**src/rtl/bidir_fifo_port_ctrl.sv**
```systemverilog
// bidir_fifo_port_ctrl: one side of a shared-RAM bidirectional FIFO.
// Stream adapter, read skid buffer and direction turnaround sequencer.
module bidir_fifo_port_ctrl #(
  parameter int    DSIZE       = 8,
  parameter string FALLTHROUGH = "TRUE",
  parameter int    TURN_CYC    = 4,
  parameter logic  RST_DIR     = 1'b1
) (
  input  logic             clk,
  input  logic             rst_n,
  input  logic             dir_req,
  output logic             dir,
  output logic             dir_ack,
  output logic             busy,
  input  logic             s_valid,
  output logic             s_ready,
  input  logic [DSIZE-1:0] s_data,
  output logic             m_valid,
  input  logic             m_ready,
  output logic [DSIZE-1:0] m_data,
  output logic             f_winc,
  output logic [DSIZE-1:0] f_wdata,
  input  logic             f_full,
  output logic             f_rinc,
  input  logic [DSIZE-1:0] f_rdata,
  input  logic             f_empty
);

  typedef enum logic [1:0] {
    ST_WR,
    ST_TURN,
    ST_RD
  } state_t;

  localparam bit         FT      = (FALLTHROUGH == "TRUE");
  localparam logic [3:0] TC_LAST = 4'(TURN_CYC - 1);
  localparam state_t     ST_RST  = RST_DIR ? ST_WR : ST_RD;

  state_t           r_state;
  state_t           w_state_nxt;
  logic             r_dir;
  logic [3:0]       r_cnt;
  logic [1:0]       r_bcnt;
  logic             r_head;
  logic             r_infl;
  logic [DSIZE-1:0] r_buf [2];

  logic             w_pop;
  logic             w_push;
  logic             w_rinc;
  logic             w_sready;
  logic             w_widx;
  logic [2:0]       w_occ;

  assign w_pop  = m_valid & m_ready;
  assign w_occ  = 3'(r_bcnt) + 3'(r_infl);
  assign w_push = FT ? f_rinc : r_infl;
  assign w_widx = r_head ^ r_bcnt[0];

  // Next state and handshake strobes for the current role.
  always_comb begin
    w_state_nxt = r_state;
    w_sready    = 1'b0;
    w_rinc      = 1'b0;
    unique case (r_state)
      ST_WR: begin
        w_sready = !f_full;
        if (!dir_req) w_state_nxt = ST_TURN;
      end
      ST_RD: begin
        w_rinc = !f_empty && (w_occ < (3'd2 + 3'(w_pop)));
        if (dir_req && r_bcnt == 2'd0 && !r_infl && !w_rinc)
          w_state_nxt = ST_TURN;
      end
      ST_TURN: begin
        if (r_cnt == TC_LAST)
          w_state_nxt = r_dir ? ST_RD : ST_WR;
      end
      default: w_state_nxt = ST_RST;
    endcase
  end

  // State, direction and guard counter; dir flips only when TURN ends.
  always_ff @(posedge clk) begin
    if (!rst_n) begin
      r_state <= ST_RST;
      r_dir   <= RST_DIR;
      r_cnt   <= '0;
    end else begin
      r_state <= w_state_nxt;
      if (r_state == ST_TURN) begin
        if (r_cnt == TC_LAST) begin
          r_cnt <= '0;
          r_dir <= !r_dir;
        end else begin
          r_cnt <= r_cnt + 4'd1;
        end
      end
    end
  end

  // Read buffer occupancy, head pointer and in-flight read tracking.
  always_ff @(posedge clk) begin
    if (!rst_n) begin
      r_bcnt <= '0;
      r_head <= 1'b0;
      r_infl <= 1'b0;
    end else begin
      r_infl <= FT ? 1'b0 : f_rinc;
      if (w_pop) r_head <= !r_head;
      r_bcnt <= r_bcnt + 2'(w_push) - 2'(w_pop);
    end
  end

  // Read buffer storage; contents are meaningless while count is zero.
  always_ff @(posedge clk) begin
    if (w_push) r_buf[w_widx] <= f_rdata;
  end

  assign s_ready = w_sready & rst_n;
  assign f_winc  = s_valid & s_ready;
  assign f_wdata = s_data;
  assign f_rinc  = w_rinc & rst_n;
  assign m_valid = (r_bcnt != 2'd0);
  assign m_data  = r_buf[r_head];
  assign dir     = r_dir;
  assign dir_ack = (r_state != ST_TURN) && (r_dir == dir_req);
  assign busy    = (r_state == ST_TURN) || (r_bcnt != 2'd0) || r_infl;

endmodule

```
**config.mk**
```make
export PLATFORM = sky130hd
export DESIGN_NAME = bidir_fifo_port_ctrl
export DESIGN_NICKNAME = d
export VERILOG_FILES = /design/src/rtl/bidir_fifo_port_ctrl.sv
export SDC_FILE = /design/constraint.sdc
export NUM_CORES = 1
export LEC_CHECK = 0
export BUFFER_PORTS_ARGS = -buffer_cell sky130_fd_sc_hd__buf_2
export CORE_AREA = 2 2 56 58
export CTS_BUF_LIST = sky130_fd_sc_hd__clkbuf_8 sky130_fd_sc_hd__clkbuf_16
export DETAILED_ROUTE_END_ITERATION = 8
export DIE_AREA = 0 0 58 60
export GPL_ROUTABILITY_DRIVEN = 0
export PLACE_DENSITY_LB_ADDON = 0.3
export SETUP_SLACK_MARGIN = 0.05
export SLEW_MARGIN = 20
export SYNTH_ARGS = -nofsm -noshare
export SYNTH_HDL_FRONTEND = slang
export SYNTH_SLANG_ARGS = --single-unit
```
**constraint.sdc**
```tcl
create_clock -name clk -period 3.32 [get_ports clk]
set_input_delay 0.166 -clock clk [delete_from_list [all_inputs] [get_ports clk]]
set_output_delay 0.166 -clock clk [all_outputs]
set_load 0.01 [all_outputs]
```
==> run metrics <==
status=finished clean; slew margin rel.=0.362; Clock Path Buffers=2; RSZ-0062 raised after global routing=no; synth warn=0; first-pass GRT wire length=between 3000 and 4000 um; total CTS buffers=3; row cnt=20; # placed instances=152; Worst setup EP type=flop; register area share after synthesis=0.569; PwrDens=486 nW/um2; drt wl/cell=roughly 13 um; maxcap violations=0; critical path's largest stage delay=0.84 ns; Top delay family on crit path=simple AND/OR/NAND/NOR gates; Hold WC Path Type=in2reg; Top cell by count, worst path=ha_1; critical path class=reg2reg; Yosys reg bits=27; GRT overflow=0; drt total wl=between 2000 and 2500 um; Yosys cell types=33; CP required=~3.2 ns; Leak=roughly 0.57 nW; Mean Syn Cell Area=12.3 um2; gr usage total=0.133; largest net degree at the start of global routing=15; Post-synth EDFFs=16; Hold Path Origin=f_rdata[5]; Final period util=0.664; post-route setup TNS=0 ns; Num Clock Sinks=27; mapped cell area=1230 um2; Post-Syn Nets=127; layout cells sized above 1=0.358; TritonCTS clock tree=built; Clock Skew=approximately 0.0033 ns; CP arrival=about 2.1 ns; fin cells=approximately 160; DR iter-0 viols=9; IO Count=46; Post-CTS Hold Buffers=0; die span in y=roughly 60 um; Worst Setup SP=r_bcnt[0]$_SDFF_PN0_; core area=about 2900 um2; maximum net fanout on the critical path=8; Synth area leaders=edfxtp_1 39%, dfxtp_1 18%, mux2_2 7.3%; most frequent cells in the layout=29 x buf_2, 16 x edfxtp_1, 11 x dfxtp_1; vias=around 790; clock slew at reported path FFs=~0.090 ns; final-report max-slew violation count=0; most common cell after layout, fill and taps aside=buf_2; initial antenna violation count=0; main flop type after synthesis=edfxtp_1; vias in the first global route=around 780; fmax=between 0.4 and 0.5 GHz; P&R area growth vs syn=13.7%; Crit-path slowest cell=nor4_2; Root Buffer=clkbuf_8; IO buf count=29; post-route ant nets=0; Setup Viol. Count Final=0; worst-skew pair later-pin latency=0.27 ns; die width=58 um; CP Launch Type=flop; Post-CTS Repair Setup Buffers=0; Avg Vias per Cell=just over 5; Die ar.=roughly 3500 um2; final hold vios=0; ANT cells=0; worst-path cell chain=o21a_1 > ha_1 > inv_1 > ha_1 > nor4_2; initial core utilization=0.424; fin nets=~150; Worst-Margin Slew=0.949 ns; launching point of the worst reg2reg path=r_bcnt[0]$_SDFF_PN0_; DRC Markers=0; Synth top area share=0.390; CTS H-tree lvls=1; Post-Syn Instances=100; hpwl dp=roughly 1600 um; cell taking the most area after synthesis=edfxtp_1; VDD IR max=306 uV; min cycle time layout=between 2 and 2.5 ns; share of flip-flops with an asynchronous set or reset=0; CP Buf/Inv Count=1; post-cts sizing count=0; drt first pass iters=4
synthesized netlist by cell type, types with 2 or more instances:
master	n
o21ai_0	5
or3_1	2
buf_4	8
nor2_1	2
nor3_1	3
mux2_2	8
inv_1	6
and2_1	4
a21boi_0	2
nand3b_1	2
a21boi_1	2
nand2_1	4
nor2b_1	2
edfxtp_1	16
xor2_1	2
xnor2_1	2
ha_1	4
dfxtp_1	11
routing by layer:
metal	up-vias	global-route usage	share of wire
li1	392	-	-
met1	357	0.152	0.41
met2	32	0.229	0.49
met3	4	0.0455	0.089
met4	0	0.0498	0.0092
met5	-	0	0
final cells by class:
cell class | count | area, um2
clock inverter | 1 | 3.75
multi-input combinational | 57 | 445
timing repair buffer | 29 | 145
fill | 263 | 1500
inverter | 6 | 22.5
tap | 33 | 41.3
sequential | 27 | 701
clock buffer | 3 | 41.3
state kept, by name (all words and copies together) (netlist names), named ones only:
register / flops
dir: 1
r_bcnt: 2
r_buf: 16
r_cnt: 4
r_head: 1
r_state: 2
report_power, final:
part / leakage (nW) / internal, W / total, W / switching (W)
registers: 0.233 / 0.000367 / 0.000385 / 0.0000186
logic: 0.312 / 0.0000609 / 0.000117 / 0.0000564
clock network: 0.0269 / 0.0000827 / 0.000179 / 0.0000960
cell families (layout without fill, tap and decap cells):
family / count (synthesis) / in the layout / share of synthesized area
flip-flops: 27 / 27 / 0.569
AND/OR/NAND/NOR: 28 / 28 / 0.144
XOR/XNOR: 4 / 4 / 0.0285
multiplexers: 8 / 8 / 0.0732
buffers and inverters: 16 / 39 / 0.0742
AO/OA/AOI/OAI: 13 / 13 / 0.0701
adder cells (fa/ha/maj): 4 / 4 / 0.0407
worst register-to-register path: stages (launching register included):
cell     delay (ns)
dfxtp_1        0.41
o21a_1         0.19
ha_1           0.14
inv_1          0.04
ha_1           0.20
nor4_2         0.84
through the flow:
step	hold WS [ns]	instance area, um2	utilization	setup WS (ns)	total power [W]
after floorplan	0.265	1230	-	1.09	0.000479
after global placement	0.332	1360	0.467	1.18	0.000510
after detailed placement	0.332	1360	0.467	1.09	0.000512
after CTS	0.0816	1400	0.482	1.07	0.000691
after global routing	0.0743	1400	0.482	0.906	0.000723
final	0.0849	1400	0.482	1.12	0.000681
path summary, 6_finish.rpt:
path	to	cells past startpoint	slack, ns
hold / removal	r_buf[1][5]$_DFFE_PP_	1	0.08
setup / recovery	r_buf[0][2]$_DFFE_PP_	5	1.12
hold reg to reg	r_cnt[1]$_SDFFE_PN0P_	2	0.49
setup reg to reg	r_buf[0][2]$_DFFE_PP_	5	1.12
No activity file was read; power rests on OpenSTA's default activity.
